File: src/rtl/std_lane_tx_framer.sv
// std_lane_tx_framer
//
// Per-lane transmitter that feeds one PE execution lane. Raw source words
// are buffered in a small FIFO and tagged with stream framing control
// (SOM single word, SOD first, MOD middle, EOD last) derived from the
// programmed transfer length. The FIFO head drives the PE lane under
// valid/ready flow control. A completion pulse follows the handshake of
// the final word.
//
// Optional feature macro: STD_LANE_TX_PARITY_EN
//   defined   -> each FIFO entry carries an even-parity bit over {cntl,data},
//                computed at write time and presented on tx__pe__parity.
//   undefined -> no parity storage, tx__pe__parity tied low.
//
// Ports:
//   clk                    lane clock, rising-edge state updates
//   reset_poweron          synchronous active-high reset
//   cfg__tx__start         one-cycle pulse, begins a transfer
//   cfg__tx__num_of_words  transfer length, sampled with start
//   tx__cfg__busy          high from accepted start until the complete pulse
//   tx__cfg__complete      one-cycle pulse after the last word reaches the PE
//   tx__cfg__error         one-cycle pulse after a rejected start
//   src__tx__valid/data    source word stream
//   tx__src__ready         framer accepts a source word this cycle
//   tx__pe__valid/cntl/data/parity  lane word towards the PE
//   pe__tx__ready          PE lane accepts the word
module std_lane_tx_framer #(
    parameter int DATA_WIDTH = 32,
    parameter int FIFO_DEPTH = 4,
    parameter int LEN_WIDTH  = 16
) (
    input  logic                  clk,
    input  logic                  reset_poweron,
    input  logic                  cfg__tx__start,
    input  logic [LEN_WIDTH-1:0]  cfg__tx__num_of_words,
    output logic                  tx__cfg__busy,
    output logic                  tx__cfg__complete,
    output logic                  tx__cfg__error,
    input  logic                  src__tx__valid,
    input  logic [DATA_WIDTH-1:0] src__tx__data,
    output logic                  tx__src__ready,
    output logic                  tx__pe__valid,
    output logic [1:0]            tx__pe__cntl,
    output logic [DATA_WIDTH-1:0] tx__pe__data,
    output logic                  tx__pe__parity,
    input  logic                  pe__tx__ready
);

    localparam int PTR_W = $clog2(FIFO_DEPTH);
    localparam int OCC_W = PTR_W + 1;
`ifdef STD_LANE_TX_PARITY_EN
    localparam int ENTRY_W = DATA_WIDTH + 3;
`else
    localparam int ENTRY_W = DATA_WIDTH + 2;
`endif

    localparam logic [1:0] CNTL_SOM = 2'b00;
    localparam logic [1:0] CNTL_SOD = 2'b01;
    localparam logic [1:0] CNTL_MOD = 2'b10;
    localparam logic [1:0] CNTL_EOD = 2'b11;

    typedef enum logic [1:0] {
        ST_IDLE,
        ST_FILL,
        ST_DRAIN,
        ST_DONE
    } state_t;

    state_t                 state_q, state_d;
    logic [LEN_WIDTH-1:0]   len_q, len_d;
    logic [LEN_WIDTH-1:0]   in_cnt_q, in_cnt_d;
    logic [PTR_W-1:0]       wr_ptr_q, wr_ptr_d;
    logic [PTR_W-1:0]       rd_ptr_q, rd_ptr_d;
    logic [OCC_W-1:0]       occ_q, occ_d;
    logic                   busy_q, busy_d;
    logic                   complete_q, complete_d;
    logic                   error_q, error_d;
    logic [ENTRY_W-1:0]     mem_q [FIFO_DEPTH];

    logic                   fifo_full;
    logic                   fifo_empty;
    logic                   push;
    logic                   pop;
    logic                   last_pop;
    logic [1:0]             wr_cntl;
    logic [ENTRY_W-1:0]     wr_entry;
    logic [ENTRY_W-1:0]     head;

    assign fifo_full  = (occ_q == OCC_W'(FIFO_DEPTH));
    assign fifo_empty = (occ_q == '0);

    // Ready is combinational from registered state so a full FIFO stalls the
    // source in the same cycle; push and pop on a full FIFO cannot coincide.
    assign tx__src__ready = (state_q == ST_FILL) && !fifo_full && (in_cnt_q < len_q);
    assign push           = src__tx__valid && tx__src__ready;

    assign head          = mem_q[rd_ptr_q];
    assign tx__pe__valid = ((state_q == ST_FILL) || (state_q == ST_DRAIN)) && !fifo_empty;
    // Head fields are masked while invalid so the lane sees zeros, not stale memory.
    assign tx__pe__cntl  = tx__pe__valid ? head[DATA_WIDTH+1:DATA_WIDTH] : 2'b00;
    assign tx__pe__data  = tx__pe__valid ? head[DATA_WIDTH-1:0] : '0;
`ifdef STD_LANE_TX_PARITY_EN
    assign tx__pe__parity = tx__pe__valid ? head[ENTRY_W-1] : 1'b0;
`else
    assign tx__pe__parity = 1'b0;
`endif

    assign pop      = tx__pe__valid && pe__tx__ready;
    // A SOM or EOD tag marks the final word of the transfer.
    assign last_pop = pop && ((tx__pe__cntl == CNTL_SOM) || (tx__pe__cntl == CNTL_EOD));

    always_comb begin
        wr_cntl = CNTL_MOD;
        if (len_q == LEN_WIDTH'(1)) begin
            wr_cntl = CNTL_SOM;
        end else if (in_cnt_q == '0) begin
            wr_cntl = CNTL_SOD;
        end else if (in_cnt_q == len_q - LEN_WIDTH'(1)) begin
            wr_cntl = CNTL_EOD;
        end
    end

`ifdef STD_LANE_TX_PARITY_EN
    assign wr_entry = {^{wr_cntl, src__tx__data}, wr_cntl, src__tx__data};
`else
    assign wr_entry = {wr_cntl, src__tx__data};
`endif

    always_comb begin
        state_d    = state_q;
        len_d      = len_q;
        in_cnt_d   = in_cnt_q;
        wr_ptr_d   = wr_ptr_q;
        rd_ptr_d   = rd_ptr_q;
        occ_d      = occ_q;
        busy_d     = busy_q;
        complete_d = 1'b0;
        error_d    = 1'b0;

        if (push) begin
            wr_ptr_d = wr_ptr_q + PTR_W'(1);
        end
        if (pop) begin
            rd_ptr_d = rd_ptr_q + PTR_W'(1);
        end
        case ({push, pop})
            2'b10:   occ_d = occ_q + OCC_W'(1);
            2'b01:   occ_d = occ_q - OCC_W'(1);
            default: occ_d = occ_q;
        endcase

        case (state_q)
            ST_IDLE: begin
                if (cfg__tx__start) begin
                    if (cfg__tx__num_of_words == '0) begin
                        error_d = 1'b1;
                    end else begin
                        len_d    = cfg__tx__num_of_words;
                        in_cnt_d = '0;
                        busy_d   = 1'b1;
                        state_d  = ST_FILL;
                    end
                end
            end
            ST_FILL: begin
                error_d = cfg__tx__start;
                if (push) begin
                    in_cnt_d = in_cnt_q + LEN_WIDTH'(1);
                    if (in_cnt_q + LEN_WIDTH'(1) == len_q) begin
                        state_d = ST_DRAIN;
                    end
                end
                if (last_pop) begin
                    complete_d = 1'b1;
                    state_d    = ST_DONE;
                end
            end
            ST_DRAIN: begin
                error_d = cfg__tx__start;
                if (last_pop) begin
                    complete_d = 1'b1;
                    state_d    = ST_DONE;
                end
            end
            ST_DONE: begin
                error_d = cfg__tx__start;
                busy_d  = 1'b0;
                state_d = ST_IDLE;
            end
            default: begin
                state_d = ST_IDLE;
            end
        endcase
    end

    always_ff @(posedge clk) begin
        if (reset_poweron) begin
            state_q    <= ST_IDLE;
            len_q      <= '0;
            in_cnt_q   <= '0;
            wr_ptr_q   <= '0;
            rd_ptr_q   <= '0;
            occ_q      <= '0;
            busy_q     <= 1'b0;
            complete_q <= 1'b0;
            error_q    <= 1'b0;
        end else begin
            state_q    <= state_d;
            len_q      <= len_d;
            in_cnt_q   <= in_cnt_d;
            wr_ptr_q   <= wr_ptr_d;
            rd_ptr_q   <= rd_ptr_d;
            occ_q      <= occ_d;
            busy_q     <= busy_d;
            complete_q <= complete_d;
            error_q    <= error_d;
        end
    end

    // Storage needs no reset: entries are only read while occupancy says valid.
    always_ff @(posedge clk) begin
        if (push) begin
            mem_q[wr_ptr_q] <= wr_entry;
        end
    end

    assign tx__cfg__busy     = busy_q;
    assign tx__cfg__complete = complete_q;
    assign tx__cfg__error    = error_q;

endmodule

File: config.mk
export PLATFORM = sky130hd
export DESIGN_NAME = std_lane_tx_framer
export DESIGN_NICKNAME = d
export VERILOG_FILES = /design/src/rtl/std_lane_tx_framer.sv
export SDC_FILE = /design/constraint.sdc
export NUM_CORES = 1
export LEC_CHECK = 0
export ABC_AREA = 1
export ABC_CLOCK_PERIOD_IN_PS = 3300
export CAP_MARGIN = 40
export CORE_MARGIN = 3
export CORE_UTILIZATION = 50
export DETAILED_ROUTE_END_ITERATION = 8
export PLACE_DENSITY = 0.75
export SLEW_MARGIN = 20
export SYNTH_ARGS = -nofsm -noshare
export SYNTH_HDL_FRONTEND = slang
export SYNTH_SLANG_ARGS = --single-unit
File: constraint.sdc
create_clock -name clk -period 3.3 [get_ports clk]
set_clock_uncertainty 0.1 [all_clocks]
set_input_delay 0.66 -clock clk [delete_from_list [all_inputs] [get_ports clk]]
set_output_delay 0.66 -clock clk [all_outputs]
set_load 0.05 [all_outputs]
Word level (Yosys, flattened, before mapping)
Memories as Yosys holds them, arrays and structs flattened. A register that Yosys moved wholly into a read port is not among the register bits.
Index checks and enable logic that the tools add are counted.
Widths: inputs -> output; s select.
{"block": "op_classes", "addsub": 6, "mul": 0, "div_mod_pow": 0, "order_cmp": 1, "eq_ne": 16, "shift": 0, "muxes": 28, "bitwise": 2, "reduce_logical": 25}
{"operator": "$mux 16", "n": 3}
{"operator": "$eq 16x16->1", "n": 2}
{"operator": "$logic_not 16->1", "n": 2}
{"operator": "$mux 32", "n": 1}
{"operator": "$pmux 16 s2", "n": 1}
{"operator": "$mux 2", "n": 11}
{"operator": "$add 16x1->16 const B", "n": 1}
{"operator": "$eq 16x1->1 const B", "n": 1}
{"operator": "$lt 16x16->1", "n": 1}
{"operator": "$sub 16x1->16 const B", "n": 1}
{"operator": "$eq 2x2->1 const B", "n": 4}
{"operator": "$mux 1", "n": 8}
{"operator": "$ne 2x2->1 const B", "n": 4}
{"operator": "$pmux 2 s4", "n": 1}
{"operator": "$logic_and 1x1->1", "n": 6}
{"operator": "$pmux 3 s2", "n": 1}
{"operator": "$reduce_and 3->1", "n": 2}
{"operator": "$reduce_bool 2->1", "n": 3}
{"operator": "$reduce_and 5->1", "n": 1}
{"operator": "$add 2x1->2 const B", "n": 2}
{"operator": "$eq 2x1->1 const B", "n": 2}
{"operator": "$logic_not 2->1", "n": 2}
{"operator": "$pmux 1 s2", "n": 2}
{"operator": "$reduce_and 4->1", "n": 1}
{"operator": "11 further kinds", "n": 15}
{"block": "totals", "register_bits": 44, "latchBits": 0, "ram_bits": 136, "rom_bits": 0, "output_inout_bits": 40, "wordCells": 88, "memories": 1}
{"name": "mem_q", "depth": 4, "width": 34, "read_ports": 1, "rd_ports_with_merged_regs": 1, "write_ports": 1, "line_no": "78", "rtl": "logic [ENTRY_W-1:0] mem_q [FIFO_DEPTH];"}

Logic depth before layout (Yosys ltp)
Gate-level depths: netlist (run 1).
{"block": "depth", "ltp_word": 9, "ltp_mapped": 18, "mapped_depth_nobuf": 17}

Worst setup path before layout (run 1)
Ideal clock, no wire load.
{"block": "synth_path", "path_type": "reg2reg", "startpoint": "register in_cnt_q[3]", "endpoint": "memory mem_q[0][0] (netlist name), enable pin", "setup_ns": 0.425, "t_arrival_ns": 2.862, "required_ns": 2.775, "slack_ns": -0.087, "path_stages_with_launch": 11, "path_buffers": 1, "cell_sequence": "dfxtp_1 ha_1 nand2_1 o21bai_1 nand2_1 nand2_1 nand2_1 nand2_1 nand3_1 clkbuf_1 nor2_1"}
{"block": "synth_via", "elab_chain_len": 5}
{"element": "from (decl)", "line_no": "71", "rtl": "logic [LEN_WIDTH-1:0] in_cnt_q, in_cnt_d;"}
{"element": "from (signal assigned)", "line_no": "210", "rtl": "in_cnt_q <= in_cnt_d;"}
{"element": "$lt 16x16->1", "line_no": "94", "rtl": "assign tx__src__ready = (state_q == ST_FILL) && !fifo_full && (in_cnt_q < len_q);"}
{"element": "$logic_and 1x1->1", "line_no": "94"}
{"element": "$logic_and 1x1->1", "line_no": "95", "rtl": "assign push = src__tx__valid && tx__src__ready;"}
{"element": "$mux 1", "line_no": "222", "rtl": "if (push) begin"}
{"element": "$mux 1 (not written as such)", "line_no": "223", "rtl": "mem_q[wr_ptr_q] <= wr_entry;"}
{"element": "to (decl)", "line_no": "78"}
No other way between the ends.

Worst setup path in the final report (run 1)
{"block": "layout_path", "startpoint": "register state_q[0]", "endpoint": "output tx__pe__valid"}
{"block": "layout_via", "elab_chain_len": 3, "elab_cells_between_ends": 4, "cone_classes": "eq/ne: 2; reduce/logical: 2"}
{"element": "from (decl)", "line_no": "69", "rtl": "state_t state_q, state_d;"}
{"element": "from (signal assigned)", "line_no": "208", "rtl": "state_q <= state_d;"}
{"element": "$eq 2x1->1 / $eq 2x2->1 (equally long branches)", "line_no": "98", "rtl": "assign tx__pe__valid = ((state_q == ST_FILL) || (state_q == ST_DRAIN)) && !fifo_empty;"}
{"element": "$logic_or 1x1->1 (*)", "line_no": "98"}
{"element": "$logic_and 1x1->1 (*)", "line_no": "98"}
{"element": "to (decl)", "line_no": "42", "rtl": "output logic tx__pe__valid,"}
Every way passes the cells marked *; elsewhere a longest branch is shown, timed or not.

==> results of run 1 <==
-- final timing paths --
check	from	endpoint	slack, ps	depth (start not counted)
hold / removal	tx__cfg__busy	tx__cfg__busy	390	2
hold reg to reg	tx__cfg__busy	tx__cfg__busy	390	2
setup / recovery	state_q[0]	tx__pe__valid	170	5
setup reg to reg	in_cnt_q[3]	mem_q[0][30]	530	11
-- routing by layer --
metal	GRT usage (%)	vias up	wire (um)
li1	-	3330	-
met1	28.8	3167	8880
met2	37.1	265	10400
met3	5.21	40	1560
met4	8.68	0	509
met5	0	-	0
-- cells in the mapped netlist, types with 9 or more instances --
library cell  number
a21oi_1           70
nor2_1           205
xor2_1            20
edfxtp_1         136
nand3_1           30
ha_1              30
nand2_1          121
inv_1             64
dfxtp_1           46
clkbuf_1          26
o21ai_0           98
xnor2_1            9
-- metrics by stage --
step                      cell area (um2)  hold slack, ps  utilization [%]  cells  setup slack (ps)
after detailed placement            10300             371             61.4   1228               560
after CTS                           11000             387             65.2   1260               153
after floorplan                      8730             357                -    932             -87.5
final                               11000             389             65.2   1260               173
after global placement              10300             375             61.4   1228               547
after global routing                11000             395             65.2   1260               103
-- critical path, delay by kind of cell (launching register included) --
family / cells / cell delay [ps]
AOI/OAI and AO/OA: 1 / 120
buffers and inverters: 3 / 1060
adders and majority gates: 1 / 370
DFF: 1 / 370
-- where the power goes --
part / leakage [uW] / internal [uW] / switching, uW
Combinational: 0.00224 / 1010 / 1750
Sequential: 0.00160 / 2760 / 219
Clock: 0.000301 / 1220 / 928
Total: 0.00414 / 4990 / 2900
-- state kept, by name, indices dropped and copies added, names as in the netlist, named ones only --
signal             cells
in_cnt_q              16
len_q                 16
mem_q                136
occ_q                  3
rd_ptr_q               2
state_q                2
tx__cfg__busy          1
tx__cfg__complete      1
tx__cfg__error         1
wr_ptr_q               2
-- cell families (layout without fill, tap and decap cells) --
| family | count (synthesis) | count (layout) | share of synthesized area [%] |
|---|---|---|---|
| buffers and inverters | 110 | 218 | 4.90 |
| other | 1 | 1 | 0.0430 |
| adders and majority gates | 31 | 31 | 4.53 |
| xor gates and xnor gates | 29 | 29 | 2.91 |
| and+or+nand+nor | 396 | 396 | 19.3 |
| DFF | 182 | 182 | 57.4 |
| AOI/OAI and AO/OA | 183 | 183 | 11.0 |
-- area by class of cell --
class	instances	area share, %
Clock buffer	17	3.88
Inverter	70	2.40
Sequential cell	182	45.7
Multi-Input combinational cell	640	30.4
Tap cell	220	2.51
Timing Repair Buffer	116	13.2
Clock inverter	15	1.91
==> out/results.ini, run 1 <==
[status]
outcome = finished, final reports clean

[synth]
synth_warnings = 0
synth_cell_types = 40
yosys-top-cells-area = edfxtp_1 47%, dfxtp_1 11%, nor2_1 8.8%
synth_top_area_share_pct = 46.8
yosysTopAreaCell = edfxtp_1
syn-mean-instance-area_um2 = 9.36
syn_nets = 1016
synth-edff-count = 136
syn-cell-area_um2 = 8730
synthesis.instances = 932
synthArstFlopShare_pct = 0
yosysSeqAreaShare_pct = 57.4
synthFlopType = edfxtp_1
ys_seq_elements = 182

[final_layout]
fillers = 1311
final_nets = 1111
drive_gt1_share_pct = 11.7
syn_to_final_growth_pct = 25.6
multi_input_area_um2 = 3330
seq_area_um2 = 5010
final_common_cell = nor2_1
final_cell_mix = 201 x nor2_1, 136 x edfxtp_1, 121 x nand2_1
diodes = 0

[floorplanning]
io_pins = 93
rows = 47
core_um2 = 16800
initial_core_util_pct = 51.9
dieHeight_um = 138
dieArea_um2 = 19100
die_x_um = 138

[sta]
rsz0062_at_grt = no
fin_crit_sh_pct = 94.8
setup_tns_ps = 0
slew_violations = 0
finalHoldViolCount = 0
setup_viol = 0
period_needed_ps = 3130
tightestPinTransition_ps = 724
fmax_mhz = 320
relSlewSlack_pct = 51.7

[worst_setup_path]
critPathRequiredTime_ps = 2540
cpMostUsedCell = inv_1
critPathKind = register to output pin
critPathSlowestCell = clkdlybuf4s50_1
start_kind = register
path_cells = inv_1, ha_1, o31ai_4, inv_1, clkdlybuf4s50_1
crit_fanout = 6
crit_path_max_incr_delay_ps = 820
worst_ep_arrival_time_ps = 2370
worstSetupEndpointType = output pin

[clocking]
clk_path_buf_depth = 2
clkLatencyLatePin_ps = 440
postCtsHoldBufs = 0
htreeDepth = 4
clock-sinks = 182
post_cts_resized = 0
cts.reportedPaths.clkPinSlew_ps = 70
cts_tree = yes
root_buffer = clkbuf_16
cts_setup_buffers = 0
cts_buffers = 17

[pwr]
max-vdd-ir-drop_uv = 501
power_leakage_uw = 0.00414
total_power_uw = 7890
power_density_nw_per_um2 = 720

[route]
routed_wl_um = 21400
drt_iter0_drc = 611
num_vias = 6802
post_drt_wl_per_cell_um = 16.9
ant_nets = 0
drc = 0
viasPerCell = 5.40
firstDrtPassIters = 6

[placed_design]
io_buffer_count = 91
dpl.hpwl_um = 14600
gp_congestion = 0.915

[run]
cap_violations = 0

[global_route]
track_usage_pct = 22.4
antenna_found_initial = 0
grt_pass1_wl_um = 33800
grt_pass1_vias = 6649
overflow = 0
grt_max_degree = 41

[worst_hold_path]
worstHoldPathType = register to register

Power figures use the tool's default switching activity.
==> run 2: changes to the inputs <==
--- a/config.mk
+++ b/config.mk
@@ -7,7 +7,7 @@
 export LEC_CHECK = 0
 export ABC_AREA = 1
 export ABC_CLOCK_PERIOD_IN_PS = 3300
-export CAP_MARGIN = 40
+export CAP_MARGIN = 20
 export CORE_MARGIN = 3
 export CORE_UTILIZATION = 50
 export DETAILED_ROUTE_END_ITERATION = 8
==> results of run 2 <==
No change in the layout: final DEF, timing and power equal those of run 1.
==> run 3: changes to the inputs <==
--- a/config.mk
+++ b/config.mk
@@ -8,9 +8,10 @@
 export ABC_AREA = 1
 export ABC_CLOCK_PERIOD_IN_PS = 3300
 export CAP_MARGIN = 20
-export CORE_MARGIN = 3
+export CORE_MARGIN = 1
 export CORE_UTILIZATION = 50
 export DETAILED_ROUTE_END_ITERATION = 8
+export GPL_TIMING_DRIVEN = 0
 export PLACE_DENSITY = 0.75
 export SLEW_MARGIN = 20
 export SYNTH_ARGS = -nofsm -noshare
==> run 3 against run 2 <==
  * Routed wire length is 2.9% lower
  * Die area is 5.7% lower
  * Core utilization is 2.1 points lower
  * Total power is 5.4% lower
  * Maximum frequency is 2.4% lower
  * Clock power is 9% lower
  * Combinational power is 7% lower
  * Via count is 1.0% higher
  * Sequential power is 2% lower
  * Global-route usage is 1.7 points higher
  * Critical path depth is 1 higher
  * Largest cell class unchanged
==> out/results.ini, run 3 (synthesis results as in run 1) <==
[status]
outcome = finished, final reports clean  ; unchanged

[sta]
finalHoldViolCount = 0  ; unchanged
fmax_mhz = 312  ; was 320 MHz
setup_tns_ps = 0  ; unchanged
slew_violations = 0  ; unchanged
period_needed_ps = 3210  ; was 3130 ps
fin_crit_sh_pct = 97.1  ; was 94.8%
tightestPinTransition_ps = 743  ; was 724 ps
fin_hold_ws_ps = 386  ; was 389 ps
relSlewSlack_pct = 50.3  ; was 51.7%
setup_viol = 0  ; unchanged

[final_layout]
final_common_cell = nor2_1  ; unchanged
seq_area_um2 = 5000  ; was 5010 um2
final_nets = 1128  ; was 1111
largestRegisters = mem_q: 136 flops, in_cnt_q: 16 flops, len_q: 16 flops  ; unchanged
final_cell_mix = 201 x nor2_1, 136 x edfxtp_1, 121 x nand2_1  ; unchanged
diodes = 0  ; unchanged
final_util_pct = 63.0  ; was 65.2%
largest_reg_flops = 136  ; unchanged
instances_no_fill = 1277  ; was 1260
multi_input_area_um2 = 3330  ; unchanged
syn_to_final_growth_pct = 21.5  ; was 25.6%
fillers = 1353  ; was 1311
drive_gt1_share_pct = 11.3  ; was 11.7%
largest_register = mem_q  ; unchanged

[run]
cap_violations = 0  ; unchanged

[worst_setup_path]
critPathTopFamily = buffers and inverters  ; unchanged
start_kind = register  ; unchanged
path_cells = inv_1, ha_1, o31ai_4, clkbuf_2, a21oi_1, clkdlybuf4s15_1  ; was inv_1, ha_1, o31ai_4, inv_1, clkdlybuf4s50_1
crit_buf_inv = 3  ; unchanged
r2r_end = occ_q[2]  ; was mem_q[0][30]
critPathSlowestCell = clkdlybuf4s15_1  ; was clkdlybuf4s50_1
worst_ep_arrival_time_ps = 2450  ; was 2370 ps
crit_start = state_q[0]  ; unchanged
critPathRequiredTime_ps = 2540  ; about the same
r2r_slack_ps = 370  ; was 530 ps
cp.depth = 6  ; was 5
critPathKind = register to output pin  ; unchanged
crit_fanout = 10  ; was 6
regToRegStartpoint = len_q[3]  ; was in_cnt_q[3]
crit_path_max_incr_delay_ps = 520  ; was 820 ps
ff2ff_path_depth = 17  ; was 11
cp-endpoint = tx__pe__data[23]  ; was tx__pe__valid
worstSetupEndpointType = output pin  ; unchanged

[pwr]
max-vdd-ir-drop_uv = 494  ; was 501 uV
power_density_nw_per_um2 = 704  ; was 720 nW/um2
power_leakage_uw = 0.00404  ; was 0.00414 uW

[floorplanning]
rows = 47  ; unchanged
io_pins = 93  ; unchanged
core_um2 = 16800  ; unchanged
die_x_um = 134  ; was 138 um
initial_core_util_pct = 51.9  ; unchanged
dieArea_um2 = 18000  ; was 19100 um2
dieHeight_um = 134  ; was 138 um

[clocking]
clk_path_buf_depth = 2  ; unchanged
cts_setup_buffers = 0  ; unchanged
clkLatencyLatePin_ps = 430  ; was 440 ps
clock-sinks = 182  ; unchanged
cts_buffers = 17  ; unchanged
cts_tree = yes  ; unchanged
cts.reportedPaths.clkPinSlew_ps = 70  ; about the same
root_buffer = clkbuf_16  ; unchanged
htreeDepth = 4  ; unchanged

[placed_design]
dpl.hpwl_um = 14700  ; was 14600 um
io_buffer_count = 90  ; was 91
gp_congestion = 0.973  ; was 0.915
dp.cells = 1246  ; was 1228

[global_route]
grt_pass1_wl_um = 33100  ; was 33800 um
antenna_found_initial = 0  ; unchanged
grt_max_degree = 24  ; was 41
track_usage_pct = 24.1  ; was 22.4%
overflow = 0  ; unchanged
grt_pass1_vias = 6503  ; was 6649

[route]
post_drt_wl_per_cell_um = 16.2  ; was 16.9 um
drt_iter0_drc = 770  ; was 611
ant_nets = 0  ; unchanged
num_vias = 6873  ; was 6802
viasPerCell = 5.38  ; was 5.40
drc = 0  ; unchanged
firstDrtPassIters = 5  ; was 6
routed_wl_um = 20700  ; was 21400 um

[worst_hold_path]
worstHoldPathType = register to register  ; unchanged

run 3: changes by cell type in the layout (fill, tap and decap cells not counted), sizes merged:
cell	before	now
bufinv	3	0
clkinv	3	4
clkdlybuf4s15	0	22
inv	76	78
clkdlybuf4s50	56	54
buf	60	20
dlygate4sd2	0	2
clkbuf	17	52
run 3: where the power goes:
part           switching, uW  total [uW]  internal, uW
combinational           1730        2570           842
clock                    952        1960          1010
sequential               174        2930          2760
total                   2850        7460          4610
run 3: what timing repair did:
action / in CTS / in global routing
resized for setup: 89 / 36
setup endpoints to repair: 37 / 36
hold buffers: 0 / 0
run 3: worst min path at each step:
stage / startpoint / end / slack (ps) / cells after the start
floorplan: rd_ptr_q[1] / register / 360 / 1
global placement: rd_ptr_q[1] / rd_ptr_q[1] / 370 / 1
detailed placement: tx__cfg__busy / tx__cfg__busy / 370 / 2
CTS: tx__cfg__busy / tx__cfg__busy / 390 / 2
global route: tx__cfg__busy / tx__cfg__busy / 400 / 2
finish: tx__cfg__busy / tx__cfg__busy / 390 / 2
run 3: per-layer routing:
metal / GRT usage, % / share of wire [%]
met1: 32.9 / 45
met2: 39.1 / 47
met3: 3.29 / 5.6
met4: 9.55 / 2.4
met5: 0 / 0
run 3: through the flow:
stage | setup slack (ps) | cell area [um2] | power (uW)
finish | 94.9 | 10600 | 7460
global route | -0.494 | 10600 | 7880
CTS | -99.5 | 10600 | 7460
detailed placement | -158 | 10000 | 5540
global placement | -1520 | 9900 | 5470
floorplan | -87.5 | 8730 | 4750
run 3: cell type report:
type,count,area share [%]
clock buffers,17,4.01
plain buffers,39,1.74
well taps,220,2.60
multi-input cells,640,31.4
inverters,70,2.48
repair buffers,94,9.07
clock inverters,15,1.46
flip-flops and latches,182,47.2
run 3: worst reg2reg max path: stages, from the launching register on:
cell and delay (ps):
dfxtp_1 420, inv_1 120, ha_1 310, nand2_1 50, o21bai_1 150, nand2_1 60, nand2_1 50, nand2_1 70
nand2_1 70, nand3_1 80, clkbuf_4 270, ha_1 180, inv_1 70, fa_1 370, a21oi_1 130, o21ai_0 100
o21ai_0 150, a21oi_1 50
